### config.mk
export PLATFORM = sky130hd
export DESIGN_NAME = mem_backing_responder_flat
export DESIGN_NICKNAME = d
export VERILOG_FILES = /design/src/rtl/mem_backing_responder_if.sv /design/src/rtl/mem_backing_responder.sv /design/src/flat_wrapper.sv
export SDC_FILE = /design/constraint.sdc
export NUM_CORES = 2
export LEC_CHECK = 0
export ABC_AREA = 0
export CAP_MARGIN = 20
export CORE_MARGIN = 2
export CORE_UTILIZATION = 56
export CTS_CLUSTER_DIAMETER = 80
export DETAILED_ROUTE_END_ITERATION = 8
export PLACE_DENSITY_LB_ADDON = 0.08
export SYNTH_ARGS = -nofsm -noshare
export SYNTH_HDL_FRONTEND = slang
export SYNTH_SLANG_ARGS = --single-unit
### constraint.sdc
create_clock -name clk -period 7.35 [get_ports clk]
set_clock_uncertainty 0.2 [all_clocks]
set_input_delay 1.1025 -clock clk [delete_from_list [all_inputs] [get_ports clk]]
set_output_delay 1.1025 -clock clk [all_outputs]
set_load 0.05 [all_outputs]
### src/rtl/mem_backing_responder_if.sv
// Memory request/response bundle between a direct-mapped cache FSM and its backing store.
// Latency: none (wires only); the responder defines request-to-ready timing.
// Backpressure: the cache holds mem_req_valid until it observes the mem_data_ready pulse.
interface mem_backing_responder_if #(
  parameter int LINE_W = 128
);
  logic [31:0]       mem_req_addr;
  logic [LINE_W-1:0] mem_req_data;
  logic              mem_req_rw;
  logic              mem_req_valid;
  logic [LINE_W-1:0] mem_data_data;
  logic              mem_data_ready;

  // Cache side: issues requests, consumes responses.
  modport master (
    output mem_req_addr,
    output mem_req_data,
    output mem_req_rw,
    output mem_req_valid,
    input  mem_data_data,
    input  mem_data_ready
  );

  // Memory side: consumes requests, issues responses.
  modport slave (
    input  mem_req_addr,
    input  mem_req_data,
    input  mem_req_rw,
    input  mem_req_valid,
    output mem_data_data,
    output mem_data_ready
  );
endinterface

### src/rtl/mem_backing_responder.sv
// Line-granular backing memory answering a cache's read/write-line requests.
// Latency: mem_data_ready pulses LATENCY edges after acceptance; one request per LATENCY+2 cycles.
// Backpressure: no ready input; requests are only accepted in IDLE/COOL, a held valid simply waits.
module mem_backing_responder #(
  parameter int INDEX_W = 5,
  parameter int LINE_W  = 128,
  parameter int LATENCY = 4
) (
  input  logic                    clk,
  input  logic                    HRESETn,
  mem_backing_responder_if.slave  bus,
  output logic                    busy,
  output logic [15:0]             rd_count,
  output logic [15:0]             wr_count
);

  localparam int DEPTH = 2 ** INDEX_W;
  // Counter preload; the counter then needs LATENCY-1 decrements plus one final edge.
  localparam logic [7:0] LAT_M1 = 8'(LATENCY - 1);

  typedef enum logic [1:0] {
    ST_IDLE = 2'd0,
    ST_WAIT = 2'd1,
    ST_RESP = 2'd2,
    ST_COOL = 2'd3
  } state_e;

  state_e              state_q, state_d;
  logic [7:0]          cnt_q, cnt_d;
  logic [INDEX_W-1:0]  idx_q, idx_d;
  logic [LINE_W-1:0]   wdata_q, wdata_d;
  logic                rw_q, rw_d;
  logic [LINE_W-1:0]   rsp_data_q, rsp_data_d;
  logic                rsp_rdy_q, rsp_rdy_d;
  logic [15:0]         rd_count_q, rd_count_d;
  logic [15:0]         wr_count_q, wr_count_d;

  // Storage is deliberately outside the reset domain so contents survive HRESETn.
  logic [LINE_W-1:0]   mem_q [DEPTH];
  logic                mem_we;

  // Upper address bits alias onto the same line and are intentionally dropped.
  logic                addr_unused;
  assign addr_unused = ^bus.mem_req_addr[31:INDEX_W];

  // Next-state, request capture, response generation and commit strobe.
  always_comb begin
    state_d    = state_q;
    cnt_d      = cnt_q;
    idx_d      = idx_q;
    wdata_d    = wdata_q;
    rw_d       = rw_q;
    rsp_data_d = rsp_data_q;
    rsp_rdy_d  = 1'b0;
    rd_count_d = rd_count_q;
    wr_count_d = wr_count_q;
    mem_we     = 1'b0;

    unique case (state_q)
      // COOL behaves like IDLE for acceptance: the stale valid from the
      // just-answered request was already swallowed on the RESP->COOL edge.
      ST_IDLE, ST_COOL: begin
        if (bus.mem_req_valid) begin
          idx_d   = bus.mem_req_addr[INDEX_W-1:0];
          wdata_d = bus.mem_req_data;
          rw_d    = bus.mem_req_rw;
          cnt_d   = LAT_M1;
          state_d = ST_WAIT;
        end else begin
          state_d = ST_IDLE;
        end
      end

      // Latched request only. With LATENCY=1 this state lasts a single
      // cycle (counter already 0), so the response lands on E0+1.
      ST_WAIT: begin
        if (cnt_q == 8'd0) begin
          state_d   = ST_RESP;
          rsp_rdy_d = 1'b1;
          if (rw_q) begin
            mem_we     = 1'b1;
            rsp_data_d = wdata_q;
            wr_count_d = wr_count_q + 16'd1;
          end else begin
            rsp_data_d = mem_q[idx_q];
            rd_count_d = rd_count_q + 16'd1;
          end
        end else begin
          cnt_d = cnt_q - 8'd1;
        end
      end

      // Ready is up for exactly this cycle; valid seen on the exit edge is
      // the cache's stale request and is ignored.
      ST_RESP: begin
        state_d = ST_COOL;
      end

      default: begin
        state_d = ST_IDLE;
      end
    endcase
  end

  // Control and response registers; async reset abandons any in-flight request.
  always_ff @(posedge clk or negedge HRESETn) begin
    if (!HRESETn) begin
      state_q    <= ST_IDLE;
      cnt_q      <= 8'd0;
      idx_q      <= '0;
      wdata_q    <= '0;
      rw_q       <= 1'b0;
      rsp_data_q <= '0;
      rsp_rdy_q  <= 1'b0;
      rd_count_q <= 16'd0;
      wr_count_q <= 16'd0;
    end else begin
      state_q    <= state_d;
      cnt_q      <= cnt_d;
      idx_q      <= idx_d;
      wdata_q    <= wdata_d;
      rw_q       <= rw_d;
      rsp_data_q <= rsp_data_d;
      rsp_rdy_q  <= rsp_rdy_d;
      rd_count_q <= rd_count_d;
      wr_count_q <= wr_count_d;
    end
  end

  // Line array write port; commits on the same edge that raises ready.
  always_ff @(posedge clk) begin
    if (mem_we) begin
      mem_q[idx_q] <= wdata_q;
    end
  end

  assign bus.mem_data_data  = rsp_data_q;
  assign bus.mem_data_ready = rsp_rdy_q;
  assign busy               = (state_q != ST_IDLE);
  assign rd_count           = rd_count_q;
  assign wr_count           = wr_count_q;

endmodule

### src/flat_wrapper.sv
// flat-port wrapper written by rule: the top's interface ports become plain ports
module mem_backing_responder_flat 
#(
  parameter int INDEX_W = 5,
  parameter int LINE_W  = 128,
  parameter int LATENCY = 4
)
  (clk, HRESETn, busy, rd_count, wr_count, bus_mem_req_addr, bus_mem_req_data, bus_mem_req_rw, bus_mem_req_valid, bus_mem_data_data, bus_mem_data_ready);
  mem_backing_responder_if #(.LINE_W(LINE_W)) bus_i ();
  input  logic clk;
  input  logic HRESETn;
  output logic busy;
  output logic [15:0] rd_count;
  output logic [15:0] wr_count;
  input wire logic [$bits(bus_i.mem_req_addr)-1:0] bus_mem_req_addr;
  input wire logic [$bits(bus_i.mem_req_data)-1:0] bus_mem_req_data;
  input wire logic [$bits(bus_i.mem_req_rw)-1:0] bus_mem_req_rw;
  input wire logic [$bits(bus_i.mem_req_valid)-1:0] bus_mem_req_valid;
  output wire logic [$bits(bus_i.mem_data_data)-1:0] bus_mem_data_data;
  output wire logic [$bits(bus_i.mem_data_ready)-1:0] bus_mem_data_ready;
  assign bus_i.mem_req_addr = bus_mem_req_addr;
  assign bus_i.mem_req_data = bus_mem_req_data;
  assign bus_i.mem_req_rw = bus_mem_req_rw;
  assign bus_i.mem_req_valid = bus_mem_req_valid;
  assign bus_mem_data_data = bus_i.mem_data_data;
  assign bus_mem_data_ready = bus_i.mem_data_ready;
  mem_backing_responder #(.INDEX_W(INDEX_W), .LINE_W(LINE_W), .LATENCY(LATENCY)) u_core (.clk(clk), .HRESETn(HRESETn), .bus(bus_i), .busy(busy), .rd_count(rd_count), .wr_count(wr_count));
endmodule
==> flow_summary_export.csv <==
group,metric,value,unit
yosys,ys_seq_area_share,78.0,%
yosys,ys_top_cells_by_count,"edfxtp_1, mux2i_1, o22ai_1",
floorplanning,die_w,551,um
critical_path,worstPathRequired,7.72,ns
clock_network,clock_path_buffers,4,
clock_network,clock_latency,0.99,ns
timing,grt_setup_unrepaired,"false",
yosys,synth_enable_flop_cells,4096,
yosys,ys.flop_type,"edfxtp_1",
power,ir_drop,396,uV
clock_network,cts_made_buffers,437,
yosys,synth_seq_cells,4401,
floorplanning,die_area,304000,um2
cells_and_area,drive_gt1_share,12.5,%
cells_and_area,fillers,20300,
clock_network,cts.sinks,4401,
routing,firstDrtPassIters,6,
critical_path,critPathLaunchType,"flip-flop",
timing,max_clock_freq,176,MHz
cells_and_area,nets,9556,
floorplanning,start_util,56.4,%
clock_network,cts_resized,0,
placed_design,place_congestion,0.765,
placed_design,dp_hpwl,220000,um
power,leakage,63.9,nW
cells_and_area,area_delta_synth_final,13.8,%
timing,finalHoldViolations,0,
routing,via_per_inst,6.60,
clock_network,cts_root_buffer,"clkbuf_16",
yosys,yosys_warnings,0,
global_route,track_usage,30.8,%
critical_path,worst-setup-path-type,"reg -> reg",
placed_design,numPortBuffers,298,
floorplanning,die_height,551,um
placed_design,dp.cells,12900,
yosys,synthTopCellsByArea,"edfxtp_1, mux2i_1, dfrtp_1",
global_route,antenna_found_initial,15,
run_status,status,"completed",
timing,slew-limit-headroom,3.93,%
routing,drtIter0Drc,13400,
yosys,postSynthNetCount,9127,
critical_path,cp_max_fo,53,
floorplanning,io_pins,326,
routing,ant_nets,0,
critical_path,end_kind,"flip-flop",
floorplanning,rows,200,
flow_run,max_cap_violations,0,
global_route,grt_max_degree,158,
yosys,yosysTopAreaCell,"edfxtp_1",
global_route,grt_pass1_vias,87400,
clock_network,path_clk_slew,0.06,ns
timing,period_needed,5.69,ns
hold_path,hp-class,"reg -> reg",
critical_path,cp.arrival,6.06,ns
timing,worst_pin_slew,1.44,ns
cells_and_area,stdcell_count,13700,
floorplanning,core_area,297000,um2
clock_network,tritoncts,"done",
timing,hold_ws,0.268,ns
routing,wl_per_cell,34.5,um
routing,remaining_drc_errors,0,
routing,num_vias,90600,
yosys,synthCells,8957,
global_route,overflow,0,
yosys,syn_area,168000,um2
cells_and_area,multi_input_area,34800,um2
clock_network,htreeDepth,5,
power,power_density,389,nW/um2
cells_and_area,register_area,131000,um2
yosys,synth.most_common_cell,"edfxtp_1",
global_route,grt_pass1_wl,659000,um
yosys,synth_top_area_share,73.4,%
timing,setup_viol,0,
yosys,synth_area_per_cell,18.7,um2
timing,drv_slew,0,
yosys,async_flop_share,6.93,%
timing,layout_worst_path_cycle_share,77.4,%
yosys,synth_cell_types,57,
routing,routed_wl,474000,um
where the power goes:
part	internal, W	switching, W
Clock	0.0128	0.00939
Combinational	0.00659	0.0105
Sequential	0.0314	0.00349
Total	0.0507	0.0234
layer usage:
metal | vias to the layer above | wire [um] | part of all wire [%] | GRT usage, %
li1 | 37100 | - | - | -
met1 | 47900 | 193000 | 41 | 45.8
met2 | 4828 | 223000 | 47 | 48.7
met3 | 772 | 45000 | 9.5 | 4.38
met4 | 14 | 12500 | 2.6 | 7.91
met5 | - | 94 | 0.020 | 0
flip-flops by register name, summed over array words and instances (netlist names):
name and cells:
u_core.cnt_q 8, u_core.wr_count 16, u_core.mem_q 4096, u_core.bus.mem_data_ready 1
u_core.rd_count 16, u_core.bus.mem_data_data 128, u_core.wdata_q 128, u_core.idx_q 5
u_core.state_q 2, u_core.rw_q 1
final timing paths:
kind	slack, ns	depth (start not counted)	startpoint	endpoint
min in group asynchronous	0.50	2	HRESETn	u_core.wdata_q[32]
worst min-delay path	0.27	1	u_core.rd_count[15]	u_core.rd_count[15]
worst min register to register	0.27	1	u_core.rd_count[15]	u_core.rd_count[15]
worst max-delay path	1.66	9	u_core.cnt_q[0]	u_core.mem_q[27][78]
max in group asynchronous	5.21	3	HRESETn	u_core.idx_q[0]
worst max register to register	1.66	9	u_core.cnt_q[0]	u_core.mem_q[27][78]
cell usage in the layout, fill, tap and decap left out, types with 56 or more instances in the layout:
cell type | synthesis | layout
clkinv_2 | 0 | 70
o22ai_1 | 629 | 629
o21ai_0 | 85 | 85
clkdlybuf4s50_1 | 0 | 297
nand2_1 | 476 | 476
mux4_2 | 273 | 273
clkbuf_1 | 240 | 129
clkbuf_8 | 0 | 62
clkbuf_16 | 0 | 446
nor4_1 | 156 | 156
a22o_1 | 107 | 107
o22a_1 | 56 | 56
o2111ai_1 | 56 | 56
buf_4 | 19 | 118
nor2_1 | 175 | 141
buf_12 | 0 | 87
mux2i_1 | 1515 | 1515
edfxtp_1 | 4096 | 4096
dfrtp_1 | 305 | 299
cell families after synthesis:
| logic type | count (synthesis) | share of synthesized area (%) |
|---|---|---|
| AO/OA/AOI/OAI | 1173 | 4.73 |
| XOR/XNOR | 36 | 0.188 |
| adder cells (fa/ha/maj) | 6 | 0.0448 |
| buffers and inverters | 567 | 1.52 |
| flip-flops | 4401 | 78.0 |
| multiplexers | 1809 | 12.9 |
| AND/OR/NAND/NOR | 965 | 2.68 |
what timing repair did:
action                                  in CTS  in global routing
hold endpoints to repair                    35                  0
endpoints found under the setup margin       0                  0
buffers inserted                             0                  0
hold buffers                                 1                  0
through the flow:
step                      setup WS (ns)  TNS [ns]  utilization [%]  total power (W)  cell area (um2)
after floorplan                  -0.787  -2992.54                -           0.0453           168000
after global placement             1.70         0             59.2           0.0518           176000
after detailed placement           1.81         0             59.3           0.0522           176000
after CTS                          1.81         0             64.1           0.0741           190000
after global routing               1.66         0             64.2           0.0765           191000
final                              1.66         0             64.2           0.0742           191000
worst max-delay path, stage by stage (launching register included):
cell and delay, ns:
dfrtp_1 0.38, inv_1 0.10, ha_1 0.21, nor3b_1 0.41, nand3_4 0.27, inv_2 0.19
buf_4 0.63, nand4_1 0.96, nor2_4 1.26, buf_12 0.35
cell type report:
type / count / area share [%]
Antenna cell: 4 / 0.00525
Clock buffer: 637 / 6.55
Clock inverter: 187 / 0.960
Inverter: 45 / 0.0912
Multi-Input combinational cell: 3989 / 18.2
Sequential cell: 4401 / 68.5
Tap cell: 3939 / 2.58
Timing Repair Buffer: 512 / 3.06
No activity file was read; power rests on OpenSTA's default activity.
